--- config.mk ---
export PLATFORM = sky130hd
export DESIGN_NAME = tx_rate_buffer
export DESIGN_NICKNAME = d
export VERILOG_FILES = /design/src/rtl/tx_rate_pkg.sv /design/src/rtl/sync_fifo.sv /design/src/rtl/tx_rate_buffer.sv
export SDC_FILE = /design/constraint.sdc
export NUM_CORES = 1
export LEC_CHECK = 0
export BUFFER_PORTS_ARGS = -buffer_cell sky130_fd_sc_hd__buf_4
export CORE_MARGIN = 1.5
export CORE_UTILIZATION = 55
export DETAILED_ROUTE_END_ITERATION = 10
export PLACE_DENSITY = 0.72
export SLEW_MARGIN = 0
export SYNTH_ARGS = -nofsm -noshare
export SYNTH_HDL_FRONTEND = slang
export SYNTH_SLANG_ARGS = --single-unit
--- constraint.sdc ---
create_clock -name clk -period 7.5 [get_ports clk]
set_clock_uncertainty 0.05 [all_clocks]
set_input_delay 0 -clock clk [delete_from_list [all_inputs] [get_ports clk]]
set_output_delay 0 -clock clk [all_outputs]
set_load 0.01 [all_outputs]
--- src/rtl/tx_rate_pkg.sv ---
// rtl/tx_rate_pkg.sv - rate codes, divisor defaults, TX state encoding and rate lookup
package tx_rate_pkg;

  localparam logic [1:0] RATE_1 = 2'b00;
  localparam logic [1:0] RATE_5 = 2'b01;
  localparam logic [1:0] RATE_A = 2'b11;

  localparam int DEF_DIV_SLOW = 5208;
  localparam int DEF_DIV_MID  = 868;
  localparam int DEF_DIV_FAST = 434;

  localparam int DIV_W = 16;

  typedef enum logic [1:0] {
    IDLE  = 2'd0,
    START = 2'd1,
    DATA  = 2'd2,
    STOP  = 2'd3
  } tx_state_t;

  // Unassigned code 2'b10 deliberately falls back to the slowest rate.
  function automatic logic [DIV_W-1:0] rate_div(
    input logic [1:0]       code,
    input logic [DIV_W-1:0] slow,
    input logic [DIV_W-1:0] mid,
    input logic [DIV_W-1:0] fast
  );
    case (code)
      RATE_5:  return mid;
      RATE_A:  return fast;
      default: return slow;
    endcase
  endfunction

endpackage

--- src/rtl/sync_fifo.sv ---
// rtl/sync_fifo.sv - single-clock FIFO with flush, occupancy count and drop-on-full pulse
module sync_fifo #(
  parameter int DEPTH = 16,
  parameter int WIDTH = 8
) (
  input  logic                     clk,
  input  logic                     reset,
  input  logic                     flush,
  input  logic                     wr_en,
  input  logic [WIDTH-1:0]         wr_data,
  input  logic                     rd_en,
  output logic [WIDTH-1:0]         rd_data,
  output logic [$clog2(DEPTH):0]   count,
  output logic                     full,
  output logic                     empty,
  output logic                     overflow
);

  localparam int AW = $clog2(DEPTH);

  logic [WIDTH-1:0] mem [DEPTH];
  logic [AW-1:0]    wptr;
  logic [AW-1:0]    rptr;
  logic             accept;
  logic             take;

  assign full    = (count == (AW+1)'(DEPTH));
  assign empty   = (count == '0);
  assign take    = rd_en & ~empty & ~flush;
  // A pop in the same cycle frees the slot, so a full FIFO can still accept.
  assign accept  = wr_en & (~full | take) & ~flush;
  assign rd_data = mem[rptr];

  always_ff @(posedge clk) begin
    if (accept) mem[wptr] <= wr_data;
  end

  always_ff @(posedge clk or negedge reset) begin
    if (!reset) begin
      wptr     <= '0;
      rptr     <= '0;
      count    <= '0;
      overflow <= 1'b0;
    end else if (flush) begin
      wptr     <= '0;
      rptr     <= '0;
      count    <= '0;
      overflow <= 1'b0;
    end else begin
      overflow <= wr_en & full & ~take;
      if (accept) wptr <= wptr + AW'(1);
      if (take)   rptr <= rptr + AW'(1);
      case ({accept, take})
        2'b10:   count <= count + (AW+1)'(1);
        2'b01:   count <= count - (AW+1)'(1);
        default: count <= count;
      endcase
    end
  end

endmodule

--- src/rtl/tx_rate_buffer.sv ---
// rtl/tx_rate_buffer.sv - byte FIFO plus 8N1 UART transmitter with parser-selected baud divisor
module tx_rate_buffer
  import tx_rate_pkg::*;
#(
  parameter int DEPTH    = 16,
  parameter int DIV_SLOW = DEF_DIV_SLOW,
  parameter int DIV_MID  = DEF_DIV_MID,
  parameter int DIV_FAST = DEF_DIV_FAST
) (
  input  logic                   clk,
  input  logic                   reset,
  input  logic [7:0]             wr_data,
  input  logic                   wr_en,
  input  logic [1:0]             rate_sel,
  input  logic                   rate_hold,
  input  logic                   finish,
  input  logic                   clean,
  output logic                   txd,
  output logic                   tx_busy,
  output logic [$clog2(DEPTH):0] fifo_cnt,
  output logic                   fifo_full,
  output logic                   fifo_empty,
  output logic                   overflow
);

  localparam logic [DIV_W-1:0] SLOW = DIV_W'(DIV_SLOW);
  localparam logic [DIV_W-1:0] MID  = DIV_W'(DIV_MID);
  localparam logic [DIV_W-1:0] FAST = DIV_W'(DIV_FAST);

  tx_state_t        state;
  tx_state_t        next_state;
  logic [DIV_W-1:0] active_div;
  logic [DIV_W-1:0] cur_div;
  logic [DIV_W-1:0] baud_cnt;
  logic [2:0]       bit_idx;
  logic [7:0]       shreg;
  logic [7:0]       fifo_data;
  logic             bit_done;
  logic             pop;

  assign bit_done = (baud_cnt == '0);
  // Popping on the last stop-bit cycle lets the next start bit follow with no idle gap.
  assign pop = ~fifo_empty & ~rate_hold & ~clean &
               ((state == IDLE) | ((state == STOP) & bit_done));

  sync_fifo #(.DEPTH(DEPTH), .WIDTH(8)) u_fifo (
    .clk      (clk),
    .reset    (reset),
    .flush    (clean),
    .wr_en    (wr_en),
    .wr_data  (wr_data),
    .rd_en    (pop),
    .rd_data  (fifo_data),
    .count    (fifo_cnt),
    .full     (fifo_full),
    .empty    (fifo_empty),
    .overflow (overflow)
  );

  always_ff @(posedge clk or negedge reset) begin
    if (!reset)      active_div <= SLOW;
    else if (clean)  active_div <= SLOW;
    else if (finish) active_div <= rate_div(rate_sel, SLOW, MID, FAST);
  end

  always_ff @(posedge clk or negedge reset) begin
    if (!reset) state <= IDLE;
    else        state <= next_state;
  end

  always_comb begin
    next_state = state;
    if (clean) begin
      next_state = IDLE;
    end else begin
      case (state)
        IDLE:    if (pop) next_state = START;
        START:   if (bit_done) next_state = DATA;
        DATA:    if (bit_done && bit_idx == 3'd7) next_state = STOP;
        STOP:    if (bit_done) next_state = pop ? START : IDLE;
        default: next_state = IDLE;
      endcase
    end
  end

  // The divisor is latched per frame so a commit mid-frame only affects later frames.
  always_ff @(posedge clk or negedge reset) begin
    if (!reset) begin
      cur_div  <= SLOW;
      baud_cnt <= '0;
      bit_idx  <= '0;
      shreg    <= '0;
    end else if (clean) begin
      baud_cnt <= '0;
      bit_idx  <= '0;
    end else if (pop) begin
      shreg    <= fifo_data;
      cur_div  <= active_div;
      baud_cnt <= active_div - DIV_W'(1);
      bit_idx  <= '0;
    end else if (state != IDLE) begin
      if (bit_done) begin
        baud_cnt <= cur_div - DIV_W'(1);
        if (state == DATA) begin
          shreg   <= shreg >> 1;
          bit_idx <= bit_idx + 3'd1;
        end
      end else begin
        baud_cnt <= baud_cnt - DIV_W'(1);
      end
    end
  end

  always_comb begin
    txd     = 1'b1;
    tx_busy = (state != IDLE);
    case (state)
      START:   txd = 1'b0;
      DATA:    txd = shreg[0];
      default: txd = 1'b1;
    endcase
  end

endmodule

==> metrics.yaml, run 1 <==
yosys:
  async_flop_share_pct: 30.1
  synth.top_cell.area_share_pct: 46.4
  ys.warnings.count: 0
  syn_avg_cell_area_um2: 15.1
  synth_edf_count: 128
  ys_ff_latch: 183
  post-synth-top-area-cell: "edfxtp_1"
  netlist_instances: 550
  synth_area_leaders: "edfxtp_1, dfrtp_1, mux4_2"
  ys.flop_type: "edfxtp_1"
  syn_nets: 580
  netlist_area_um2: 8280
  synthDistinctLibCells: 66
  yosysSeqAreaShare_pct: 63.1
pwr:
  power.density_nw_per_um2: 352
  p_leak_nw: 3.27
  peakVddDrop_uv: 203
routing:
  drcViolationCount: 5
  ant_nets: 0
  wl_um: 16900
  vias: 4819
  viasPerCell: 6.16
  drt_iter0_drc: 546
  first_pass_iters: 8
  routedWlPerCell_um: 21.6
clocking:
  root_buffer: "clkbuf_16"
  cts_buffer_depth: 2
  cts_buffers: 17
  clk_latency_ps: 430
  cts_tree: "built"
  h-tree-depth: 4
  clk_pin_slew_ps: 70
  cts.sinks: 183
status:
  violations: "DRC"
  status: "complete, but fails checks"
worst_setup_path:
  rr_worst_depth: 7
  arrival_ps: 4140
  cp-end-kind: "register"
  cp.required_ps: 7490
  critPathLaunchType: "register"
  cp_max_fo: 15
  critPathKind: "reg -> reg"
sta:
  relSlewSlack_pct: 18.0
  final_max_slew_viol_count: 0
  rsz0062_at_grt: "false"
  fmax_ghz: 0.241
  min_period_ps: 4140
  tns_ps: 0
  setup_ws_ps: 3360
  post-route-period-util_pct: 55.2
  finalSetupViolations: 0
  finalHoldViolCount: 0
  worstMarginPinSlew_ps: 1220
placed_design:
  hpwl_um: 10600
  routabilityCongestion: 0.846
  dp_slack_ps: 3380
  postPlaceCellArea_um2: 8590
  io_buffers: 25
final_layout:
  ff_latch_area_um2: 5230
  post-route-util_pct: 64.0
  design_area_um2: 9370
  antennaDiodeCount: 0
  multiInputGateArea_um2: 2870
  fill_cells: 1039
  finalNetCount: 615
  drive_gt1_share_pct: 22.7
  area_growth_pct: 13.1
floorplanning:
  start_util_pct: 56.6
  core_um2: 14600
  boundaryPins: 26
  die_w_um: 126
  num_rows: 44
  die_area_um2: 15800
  die_h_um: 126
run:
  drv_cap: 0
global_routing:
  grt_usage_pct: 23.0
  antenna_found_initial: 0
  grt_pass1_vias: 4830
  grt-ovfl-total: 0
  grt_max_degree: 56
  grt_pass1_wl_um: 27300
min_path:
  holdPathStages: 4
  hold_path_class: "in -> reg"
## Yosys cell counts (all sizes together), types with 2 or more instances
cell type	number
ha	14
a21o	3
xnor2	3
mux4	40
o32ai	10
a31o	2
nand3	7
buf	11
nor2	49
a311oi	2
a221oi	2
o21ai	27
nand2	47
nor4	6
xor2	11
o211ai	2
nand2b	8
edfxtp	128
nor3	16
nand4	3
nand3b	2
o31ai	2
dfstp	6
or3	6
clkbuf	19
a21oi	13
a22o	2
mux2i	11
inv	14
dfrtp	49
a211oi	17
## cell families (layout without fill, tap and decap cells)
group                      count (synthesis)  count (layout)  synth area share [%]
buffers and inverters                     44              92                  2.33
muxes                                     52              52                  12.3
AOI/OAI and AO/OA                         93              93                  9.43
and+or+nand+nor                          150             150                  9.20
DFF                                      183             183                  63.1
xor gates and xnor gates                  14              14                  1.48
adders and majority gates                 14              14                  2.11
## metal layers
metal,track usage [%],vias to the layer above,wire length [um]
met5,0,-,0
met4,6.91,0,238
met3,4.38,16,747
met2,37.6,121,8500
met1,31.7,2492,7390
li1,-,2190,-
## worst paths after layout
check | start | endpoint | slack [ps]
min in group asynchronous | reset | u_fifo.count[3] | 100
hold reg to reg | shreg[2] | shreg[2] | 430
setup / recovery | baud_cnt[11] | u_fifo.mem[1][1] | 3360
hold / removal | rate_hold | baud_cnt[15] | 50
max in group asynchronous | reset | u_fifo.rptr[0] | 6780
setup reg to reg | baud_cnt[11] | u_fifo.mem[1][1] | 3360
## cell type report
class	instances	area share (%)
clock buffers	18	4.58
clock inverters	14	1.76
inverters	14	0.561
multi-input cells	323	30.7
flip-flops and latches	183	55.8
well taps	184	2.46
repair buffers	46	4.17
## critical path, cell delays in order, from the launching register on
cell      delay [ps]
dfrtp_1          410
or3_4            400
or3_4            420
o31a_4           500
a21boi_1         440
nor2b_1          390
nand2_1          190
nor3_1           960
## flip-flops by register name, indices dropped and copies added (netlist names)
name / count
baud_cnt: 16
state: 2
u_fifo.count: 5
u_fifo.overflow: 1
u_fifo.mem: 128
u_fifo.wptr: 4
cur_div: 6
shreg: 8
bit_idx: 3
active_div: 6
u_fifo.rptr: 4
## metrics by stage
stage / power [mW] / hold slack, ps / std cells
floorplan: 2.16 / -346 / 550
global placement: 2.38 / 37.9 / 732
detailed placement: 2.40 / 49.2 / 732
CTS: 3.30 / 43.7 / 782
global route: 3.46 / 89.4 / 782
finish: 3.29 / 54.7 / 782
## report_power, final
group	internal, mW	switching [mW]
clock network	0.475	0.419
logic	0.483	0.656
registers	1.18	0.0797
total	2.14	1.15
## cells in the final DEF, fill, tap and decap left out, drive strengths merged, types with 18 or more instances in the layout
cell type    netlist  layout
inv               14      19
edfxtp           128     128
dlygate4sd3        0      18
mux4              40      40
dfrtp             49      49
buf               11      28
nand2             47      47
clkbuf            19      18
nor2              49      49
o21ai             27      27
## repair_timing
item | 4_1_cts | 5_1_grt
hold endpoints to repair | 193 | 0
hold buffers | 18 | 0
gates resized for setup | 0 | 0
setup buffers | 0 | 0
No activity file was read; power rests on OpenSTA's default activity.
==> inputs of run 2 (changes only) <==
ABC_AREA = 1   (was default)
PLACE_DENSITY = 0.75   (was 0.72)
clock period = 3.49 ns   (was 7.5 ns; I/O delays follow)
==> metrics.yaml, run 2 <==
sta:
  relSlewSlack_pct: 44.7  # +27 points
  finalSetupViolations: 0  # unchanged
  rsz0062_at_grt: "false"
  min_period_ps: 2920  # -1220 ps
  worstMarginPinSlew_ps: 828  # -393 ps
  fmax_ghz: 0.342  # +42%
  tns_ps: 0  # unchanged
  final_max_slew_viol_count: 0  # unchanged
  setup_ws_ps: 567  # -2790 ps
  post-route-period-util_pct: 83.7  # +29 points
  finalHoldViolCount: 0  # unchanged
yosys:
  synth.most_common_cell: "nand2_1"
  ys.warnings.count: 0  # unchanged
  netlist_area_um2: 8350  # +0.82%
  synthDistinctLibCells: 42  # -36%
  ys_ff_latch: 183  # unchanged
  synth_area_leaders: "edfxtp_1, dfrtp_1, nand2_1"
  syn_nets: 841  # +45%
  async_flop_share_pct: 30.1  # unchanged
  ys.flop_type: "edfxtp_1"
  yosysSeqAreaShare_pct: 62.6  # -0.51 points
  synth.top_cell.area_share_pct: 46.0  # -0.38 points
  post-synth-top-area-cell: "edfxtp_1"
  synth_edf_count: 128  # unchanged
  netlist_instances: 811  # +47%
  syn_avg_cell_area_um2: 10.3  # -32%
  synth_commonest_cells: "nand2_1, edfxtp_1, nor2_1, o21ai_0, inv_1"
final_layout:
  fill_cells: 1091  # +5.0%
  finalNetCount: 891  # +45%
  area_growth_pct: 14.0
  antennaDiodeCount: 0  # unchanged
  largest_reg_flops: 128  # unchanged
  regMostFlops: "u_fifo.mem"
  post-route-util_pct: 64.8  # +0.82 points
  drive_gt1_share_pct: 12.7  # -10 points
  final_cell_mix: "nand2_1, edfxtp_1, nor2_1"
  multiInputGateArea_um2: 2750  # -4.4%
  ff_latch_area_um2: 5230  # unchanged
  final_common_cell: "nand2_1"
  reg_top3: "u_fifo.mem x128, baud_cnt x16, shreg x8"
status:
  status: "complete, no violations"
floorplanning:
  boundaryPins: 26  # unchanged
  core_um2: 14700  # +0.38%
  num_rows: 44  # unchanged
  die_h_um: 126  # +0.40%
  die_w_um: 126  # +0.40%
  start_util_pct: 56.8  # +0.25 points
  die_area_um2: 15900  # +0.80%
routing:
  first_pass_iters: 5  # -3
  routedWlPerCell_um: 18.6  # -14%
  viasPerCell: 5.88  # -4.6%
  wl_um: 19700  # +17%
  ant_nets: 0  # unchanged
  drcViolationCount: 0  # -5
  drt_iter0_drc: 614  # +12%
  vias: 6218  # +29%
global_routing:
  grt_pass1_wl_um: 32100  # +18%
  grt_usage_pct: 26.5  # +3.5 points
  antenna_found_initial: 0  # unchanged
  grt_pass1_vias: 6172  # +28%
  grt-ovfl-total: 0  # unchanged
  grt_max_degree: 56  # unchanged
clocking:
  clk_pin_slew_ps: 60  # about the same
  cts_tree: "built"
  h-tree-depth: 4  # unchanged
  root_buffer: "clkbuf_16"
  clk_latency_ps: 430  # about the same
  cts_buffer_depth: 2  # unchanged
  cts.sinks: 183  # unchanged
  cts_resized: 0  # unchanged
  cts_buffers: 17  # unchanged
run:
  drv_cap: 0  # unchanged
pwr:
  p_leak_nw: 3.80  # +16%
  power.density_nw_per_um2: 761  # +120%
  power.total_mw: 7.25  # +120%
  swShare_pct: 38.1  # +3.0 points
  p_seq_share_pct: 38.1  # -0.2 points
  power.internal_mw: 4.49  # +110%
  p_switching_mw: 2.76  # +140%
  p_clk_share_pct: 25.4  # -1.7 points
  combPwrFrac_pct: 36.5  # +1.9 points
  peakVddDrop_uv: 401  # +98%
worst_setup_path:
  r2r_slack_ps: 570  # -2790 ps
  cp-end-kind: "register"
  arrival_ps: 2930  # -1210 ps
  cp_max_fo: 8  # -7
  critPathKind: "reg -> reg"
  critPathLaunchType: "register"
  rr_worst_depth: 11  # +4
  rr_endpoint: "u_fifo.mem[7][0]"
  reg2reg_from: "baud_cnt[13]"
  cp.required_ps: 3500  # -3990 ps
min_path:
  min-delay-start: "rate_hold"
  hold_path_end: "u_fifo.rptr[1]"
  holdPathStages: 6  # +2
  hold_path_class: "in -> reg"
placed_design:
  hpwl_um: 13200  # +24%
  routabilityCongestion: 0.917  # +8.5%
  dp_slack_ps: 637  # -2740 ps
  io_buffers: 25  # unchanged
==> run 2: critical path, cell delays in order, from the launching register on <==
cell and delay [ps]:
dfrtp_1 390, nor2_1 130, nand2_1 70, nor2_2 220
nand3_4 130, nand2_4 130, nand2_4 70, nand2_1 100
nand2_1 110, nor2_1 370, nand2_1 190, nor2_1 590
==> run 2: layout make-up <==
cell class / instances / area share, %
Clock inverter: 13 / 1.35
Timing Repair Buffer: 60 / 5.26
Clock buffer: 19 / 4.55
Multi-Input combinational cell: 531 / 28.8
Inverter: 68 / 2.68
Tap cell: 184 / 2.42
Sequential cell: 183 / 54.9
==> run 2: kinds of logic after synthesis <==
| group | count (synthesis) | share of synthesized area [%] |
|---|---|---|
| AND/OR/NAND/NOR | 337 | 17.7 |
| flip-flops | 183 | 62.6 |
| AO/OA/AOI/OAI | 176 | 12.7 |
| buffers and inverters | 97 | 4.51 |
| adder cells (fa/ha/maj) | 14 | 2.10 |
| XOR/XNOR | 4 | 0.420 |
==> run 2: power groups by stage <==
stage | logic [mW] | registers (mW) | clock network (mW)
2_1_floorplan | 1.95 | 2.73 | 0
3_3_place_gp | 2.50 | 2.78 | 0
3_5_place_dp | 2.58 | 2.80 | 0
4_1_cts | 2.63 | 2.76 | 1.85
5_1_grt | 2.98 | 2.79 | 1.94
6_report | 2.65 | 2.76 | 1.84
==> run 2: how the worst max path moves through the flow <==
stage	start	cells past startpoint	slack [ps]	endpoint
after CTS	baud_cnt[13]	11	640	u_fifo.mem[7][1]
after global placement	baud_cnt[11]	11	800	u_fifo.mem[7][5]
final	baud_cnt[13]	11	570	u_fifo.mem[7][0]
after global routing	baud_cnt[13]	11	250	u_fifo.mem[4][0]
after floorplan	state[0]	10	1120	u_fifo.mem[0][0]
after detailed placement	baud_cnt[13]	11	640	u_fifo.mem[7][0]
==> run 2: through the flow <==
step / area, um^2 / std cells / hold slack (ps)
2_1_floorplan: 8350 / 811 / -346
3_3_place_gp: 8760 / 1006 / 28.8
3_5_place_dp: 8760 / 1006 / 34.2
4_1_cts: 9520 / 1058 / 1.81
5_1_grt: 9520 / 1058 / 63.8
6_report: 9520 / 1058 / 9.04
==> run 2: routing by layer <==
layer  vias to the layer above  share of wire, %  GRT usage, %
li1                       2913                 -             -
met1                      3030                43          35.8
met2                       246                49          43.8
met3                        29               6.6          5.06
met4                         0               1.6          8.38
met5                         -                 0             0
==> run 2: repair_timing <==
action / 4_1_cts / 5_1_grt
hold endpoints to repair: 209 / 0
endpoints found under the setup margin: 0 / 0
hold buffers: 20 / 0
buffers inserted: 0 / 0
